**src/rtl/pcie_user_regfile_pkg.sv**
```systemverilog
// Shared constants, read-region encoding and byte-lane merge for the PCIe user register file.
package pcie_user_regfile_pkg;

   localparam int CMD_ADDR  = 'h20;
   localparam int ID_ADDR   = 'h21;
   localparam int SNAP_ADDR = 'h22;
   localparam int STAT_BASE = 'h40;

   typedef enum logic [2:0] {
      REGION_CFG,
      REGION_CMD,
      REGION_ID,
      REGION_SNAP,
      REGION_STAT,
      REGION_ROM,
      REGION_NONE
   } region_e;

   // Lane j of the enable covers the byte that starts at bit 31-8*j (big-endian lane order).
   function automatic logic [31:0] merge_bytes(input logic [31:0] old_word,
                                               input logic [31:0] new_data,
                                               input logic [3:0]  be);
      logic [31:0] merged;
      merged = old_word;
      for (int lane = 0; lane < 4; lane++)
         if (be[lane]) merged[31-8*lane -: 8] = new_data[31-8*lane -: 8];
      return merged;
   endfunction

endpackage

```
**src/rtl/pcie_user_cmd_bank.sv**
```systemverilog
// Command-request bank: bits latch on a set pulse and clear on their acknowledge; set beats ack.
module pcie_user_cmd_bank #(
   parameter int CMD_BITS = 8
) (
   input  logic                clk,
   input  logic                rst,
   input  logic [CMD_BITS-1:0] set,
   input  logic [CMD_BITS-1:0] ack,
   output logic [CMD_BITS-1:0] req
);

   // NOTE: sequential state uses non-blocking assignments so every flop samples pre-edge values.
   always_ff @(posedge clk or posedge rst) begin
      if (rst) req <= '0;
      else     req <= (req & ~ack) | set;
   end

endmodule

```
**src/rtl/pcie_user_regfile.sv**
```systemverilog
// PCIe BAR0 user register file: config words, command bank, ID, status channels and boot-ROM window.
// Optional status snapshot shadowing is built when PCIE_USER_REGFILE_STAT_SNAPSHOT_EN is defined.
module pcie_user_regfile
   import pcie_user_regfile_pkg::*;
#(
   parameter int                      ADDR_W    = 11,
   parameter int                      CFG_WORDS = 16,
   parameter logic [CFG_WORDS*32-1:0] CFG_RESET = '0,
   parameter int                      CMD_BITS  = 8,
   parameter int                      STAT_CH   = 3,
   parameter logic [31:0]             VERSION   = 32'h0001_0000
) (
   input  logic                     clk,
   input  logic                     rst,
   input  logic [ADDR_W-1:0]        rd_addr,
   input  logic [3:0]               rd_be,
   output logic [31:0]              rd_data,
   input  logic [ADDR_W-1:0]        wr_addr,
   input  logic [7:0]               wr_be,
   input  logic [31:0]              wr_data,
   input  logic                     wr_en,
   output logic                     wr_busy,
   output logic [CFG_WORDS*32-1:0]  cfg_q,
   output logic [CMD_BITS-1:0]      cmd_req,
   input  logic [CMD_BITS-1:0]      cmd_ack,
   input  logic [STAT_CH*128-1:0]   stat_in,
   output logic [ADDR_W-3:0]        rom_addr,
   input  logic [31:0]              rom_data
);

   if (ADDR_W < 8 || ADDR_W > 32) begin : g_bad_addr_w
      $error("pcie_user_regfile: ADDR_W must be 8..32");
   end
   if (CFG_WORDS < 1 || CFG_WORDS > 32) begin : g_bad_cfg_words
      $error("pcie_user_regfile: CFG_WORDS must be 1..32");
   end
   if (CMD_BITS < 1 || CMD_BITS > 32) begin : g_bad_cmd_bits
      $error("pcie_user_regfile: CMD_BITS must be 1..32");
   end
   if (STAT_CH < 1 || STAT_CH > 16) begin : g_bad_stat_ch
      $error("pcie_user_regfile: STAT_CH must be 1..16");
   end

   logic [31:0]            cfg [CFG_WORDS];
   logic [CMD_BITS-1:0]    cmd_set;
   logic [STAT_CH*128-1:0] stat_src;
   logic [31:0]            snap_rd;
   region_e                rd_region, region_q;
   logic [31:0]            rd_next, rd_q;
   logic                   unused_ok;

   assign wr_busy   = 1'b0;
   assign rom_addr  = rd_addr[ADDR_W-3:0];
   assign unused_ok = ^{rd_be, wr_be[7:4]};

   // NOTE: the config words are real flops with a defined reset image, so they are reset explicitly.
   always_ff @(posedge clk or posedge rst) begin
      if (rst) begin
         for (int i = 0; i < CFG_WORDS; i++) cfg[i] <= CFG_RESET[32*i +: 32];
      end else if (wr_en) begin
         for (int i = 0; i < CFG_WORDS; i++)
            if (wr_addr == ADDR_W'(i)) cfg[i] <= merge_bytes(cfg[i], wr_data, wr_be[3:0]);
      end
   end

   for (genvar g = 0; g < CFG_WORDS; g++) begin : g_cfg_q
      assign cfg_q[32*g +: 32] = cfg[g];
   end

   always_comb begin
      cmd_set = '0;
      if (wr_en && wr_addr == ADDR_W'(CMD_ADDR))
         for (int i = 0; i < CMD_BITS; i++) cmd_set[i] = wr_be[3 - i/8] & wr_data[i];
   end

   pcie_user_cmd_bank #(.CMD_BITS(CMD_BITS)) u_cmd_bank (
      .clk (clk),
      .rst (rst),
      .set (cmd_set),
      .ack (cmd_ack),
      .req (cmd_req)
   );

`ifdef PCIE_USER_REGFILE_STAT_SNAPSHOT_EN
   logic [STAT_CH*128-1:0] stat_shadow;
   logic [31:0]            snap_count;
   logic                   snap_wr;

   assign snap_wr = wr_en && wr_addr == ADDR_W'(SNAP_ADDR) && wr_be[0];

   always_ff @(posedge clk or posedge rst) begin
      if (rst) begin
         stat_shadow <= '0;
         snap_count  <= '0;
      end else if (snap_wr) begin
         stat_shadow <= stat_in;
         snap_count  <= snap_count + 32'd1;
      end
   end

   assign stat_src = stat_shadow;
   assign snap_rd  = snap_count;
`else
   assign stat_src = stat_in;
   assign snap_rd  = '0;
`endif

   // NOTE: every output of this block gets a default first, so no path can infer a latch.
   always_comb begin
      rd_region = REGION_NONE;
      rd_next   = '0;
      if (rd_addr[ADDR_W-1 -: 2] == 2'b11) begin
         rd_region = REGION_ROM;
      end else begin
         for (int i = 0; i < CFG_WORDS; i++)
            if (rd_addr == ADDR_W'(i)) begin
               rd_region = REGION_CFG;
               rd_next   = cfg[i];
            end
         if (rd_addr == ADDR_W'(CMD_ADDR)) begin
            rd_region = REGION_CMD;
            rd_next   = 32'(cmd_req);
         end
         if (rd_addr == ADDR_W'(ID_ADDR)) begin
            rd_region = REGION_ID;
            rd_next   = VERSION;
         end
         if (rd_addr == ADDR_W'(SNAP_ADDR)) begin
            rd_region = REGION_SNAP;
            rd_next   = snap_rd;
         end
         for (int c = 0; c < STAT_CH; c++)
            for (int k = 0; k < 4; k++)
               if (rd_addr == ADDR_W'(STAT_BASE + 4*c + k)) begin
                  rd_region = REGION_STAT;
                  rd_next   = stat_src[128*c + 32*k +: 32];
               end
      end
   end

   // ROM data arrives a cycle after rom_addr, so only the region choice is registered for it.
   always_ff @(posedge clk or posedge rst) begin
      if (rst) begin
         rd_q     <= '0;
         region_q <= REGION_NONE;
      end else begin
         rd_q     <= rd_next;
         region_q <= rd_region;
      end
   end

   assign rd_data = (region_q == REGION_ROM) ? rom_data : rd_q;

endmodule

```
**config.mk**
```make
export PLATFORM = sky130hd
export DESIGN_NAME = pcie_user_regfile
export DESIGN_NICKNAME = d
export VERILOG_FILES = /design/src/rtl/pcie_user_regfile_pkg.sv /design/src/rtl/pcie_user_cmd_bank.sv /design/src/rtl/pcie_user_regfile.sv
export SDC_FILE = /design/constraint.sdc
export NUM_CORES = 1
export LEC_CHECK = 0
export BUFFER_PORTS_ARGS = -buffer_cell sky130_fd_sc_hd__buf_4
export CAP_MARGIN = 20
export CELL_PAD_IN_SITES_DETAIL_PLACEMENT = 2
export CELL_PAD_IN_SITES_GLOBAL_PLACEMENT = 2
export CORE_AREA = 2 2 408 410
export CTS_CLUSTER_SIZE = 8
export DETAILED_ROUTE_END_ITERATION = 16
export DIE_AREA = 0 0 410 412
export PLACE_DENSITY_LB_ADDON = 0.1
export SLEW_MARGIN = 15
export SYNTH_ARGS = -nofsm -noshare
export SYNTH_HDL_FRONTEND = slang
export SYNTH_SLANG_ARGS = --single-unit
```
**constraint.sdc**
```tcl
create_clock -name clk -period 44 [get_ports clk]
set_clock_uncertainty 0.1 [all_clocks]
set_input_delay 0 -clock clk [delete_from_list [all_inputs] [get_ports clk]]
set_output_delay 0 -clock clk [all_outputs]
set_load 0.1 [all_outputs]
```
==> reports/results.ini <==
[outcome]
status=complete, no violations

[synthesis]
synth_top_area_cell=dfrtp_1
synth_edf_count=0
synth_seq_cells=555
ys_warn_count=0
synthArstFlopShare_pct=100.0
yosysMostFrequentCell=mux2_2
synth_area_sq_um=29850
synthTopCellsByArea=dfrtp_1, mux2_2, o21ai_0, a21oi_1, nand2_1
ys_types=75
syn_inst=2734
yosysSeqAreaShare_pct=46.54
syn_nets=3227
synthFlopType=dfrtp_1
netlist_top_cells_count=mux2_2, dfrtp_1, o21ai_0, nand2_1, nor2_1
synth.avg_cell_area_sq_um=10.92
yosysTopAreaCellShare_pct=46.36

[die]
num_rows=149
die_area_sq_um=168900
core_sq_um=164200
pin_count=1055
initial_core_util_pct=18.17
die_w_um=410
die_h_um=412

[route]
viasPerCell=4.953
ant_nets=0
vias=30740
dr.pass1.iters=5
wirelength_mm=254.4
wl_per_cell_um=40.99
drt-initial-drc-count=2091
drc_errors=0

[global_routing]
gr-usage-all-layers_pct=29.13
overflow=0
grt_max_degree=81
grt_pass1_wl_mm=329.2
antenna_found_initial=52
grt_pass1_vias=32550

[clock_network]
insertion_delay_ns=0.71
clk_root_buffer_cell=clkbuf_16
cts_buffers=83
cts_setup_buffers=0
cts_max_path_buffers=3
htree_levels=3
cts_resized=0
cts.sinks=555
clkSlewWorstSetupHoldPaths_ns=0.07
cts_tree=done

[layout]
nFillCells=18080
register_area_sq_um=13890
fin_nets=4455
multi_input_area_sq_um=15140
area_growth_pct=50.43
drive_gt1_share_pct=48.06

[worst_setup_path]
worstPathMaxFanout=29
setup.worst_path.end_class=flip-flop
required_ns=44.54
worst-setup-path-type=in2reg
arrival_ns=5.71
worst_setup_path_start_kind=primary input

[timing]
period_minus_slack_ns=5.171
period_share_pct=11.75
max_slew_margin_pct=11.60
setup-violations-final=0
hold_viol=0
tightest_slew_ns=1.326
slew_viol_final=0
setup_tns_ns=0
fin_ws_ns=38.83
max_freq_mhz=193.4
rsz0062_at_grt=false

[hold_path]
hold_class=in2reg

[power]
p_per_area_nw_per_um2=28.92
power_leakage_nw=21.71
ir_worst_vdd_mv=0.02651
total_power_mw=1.299

[placement]
dp_hpwl_mm=193.1
gp_congestion=0.8431
place_ws_ns=38.91
portBuffers=1045

[run]
drv_cap=0

-- kinds of logic (layout without fill, tap and decap cells) --
group / Yosys count / count (layout) / share of synthesized area [%]
mux: 606 / 606 / 23.28
other cells: 1 / 25 / 0.01256
compound gates: 783 / 783 / 17.39
simple gates: 561 / 561 / 9.398
buf+inv: 226 / 1485 / 3.324
flops: 555 / 555 / 46.54
xor+xnor: 2 / 2 / 0.05869
-- routing by layer --
metal / global-route usage (%) / wire length (um) / up-vias
met5: 0 / 117 / -
li1: - / - / 12890
met1: 36.29 / 105900 / 16400
met3: 5.691 / 15300 / 261
met2: 50.38 / 125200 / 1166
met4: 9.217 / 7813 / 14
-- cells in the final DEF (no fill, tap or decap), drive strengths merged, types with 8 or more instances in the layout --
cell type    count
nand2b          11
dfrtp          553
o221ai          44
o22ai           93
o2111ai         14
o22a            16
a221oi          59
a21o            18
and3            10
a2bb2oi          8
nor3            46
nor2           181
a222oi          12
nand4           22
clkbuf         109
mux2i           34
a22oi           27
mux4            15
nand3           45
inv             23
buf           1181
and2            11
nand2          179
o31ai            8
a31oi           13
mux2           557
a221o            9
nor4            27
a21oi          142
a22o            14
o211ai          27
dlygate4sd3    167
diode           24
a211oi          29
o21ai          203
-- sequential cells by signal, summed over array words and instances, names as in the netlist --
| name | flops |
|---|---|
| u_cmd_bank.req | 8 |
| cfg_q | 512 |
| region_q | 3 |
| rd_q | 32 |
-- area by class of cell --
| class | instances | area share (%) |
|---|---|---|
| Inverter | 20 | 0.1839 |
| Sequential cell | 555 | 30.94 |
| Tap cell | 2189 | 6.100 |
| Clock inverter | 8 | 0.3399 |
| Clock buffer | 108 | 4.991 |
| Multi-Input combinational cell | 1953 | 33.73 |
| Timing Repair Buffer | 1349 | 23.59 |
| Antenna cell | 24 | 0.1337 |
-- path summary, 6_finish.rpt --
check,slack [ns],end,start,cells after the start
max in group asynchronous,40.49,rd_q[12]$_DFF_PP0_,rst,7
hold / removal,0.08,rd_q[30]$_DFF_PP0_,stat_in[382],4
setup reg to reg,40.61,rd_q[2]$_DFF_PP0_,cfg_q[2]$_DFFE_PP0P_,7
setup / recovery,38.83,rd_q[22]$_DFF_PP0_,rd_addr[6],14
hold reg to reg,0.44,cfg_q[249]$_DFFE_PP0P_,cfg_q[249]$_DFFE_PP0P_,1
min in group asynchronous,0.45,cfg_q[98]$_DFFE_PP0P_,rst,4
-- worst max-delay path, stage by stage --
cell,delay [ns]
dlygate4sd3_1,0.57
buf_4,0.21
or4b_1,0.88
buf_4,0.38
nor4_4,0.41
buf_4,0.47
a221oi_1,0.19
dlygate4sd3_1,0.64
nand2_1,0.07
dlygate4sd3_1,0.55
nor2_1,0.04
dlygate4sd3_1,0.56
a31oi_1,0.13
dlygate4sd3_1,0.57
-- timing repair --
item | 4_1_cts | 5_1_grt
endpoints found under the setup margin | 0 | 0
hold endpoints to repair | 632 | 0
hold buffers | 167 | 0
-- through the flow --
step | utilization [%] | instances | hold WS [ns] | cell area (sq um)
2_1_floorplan | - | 2734 | -0.003551 | 29850
3_3_place_gp | 24.79 | 5894 | 0.04968 | 40710
3_5_place_dp | 24.81 | 5897 | 0.05484 | 40740
4_1_cts | 27.28 | 6180 | 0.009862 | 44810
5_1_grt | 27.32 | 6194 | 0.1050 | 44870
6_report | 27.34 | 6206 | 0.07817 | 44900
-- where the power goes --
| part | internal [mW] | leakage (nW) | switching, mW |
|---|---|---|---|
| Clock | 0.360 | 1.16 | 0.273 |
| Sequential | 0.513 | 7.74 | 0.00227 |
| Combinational | 0.0502 | 12.8 | 0.0998 |
(Power assumes the default switching activity.)
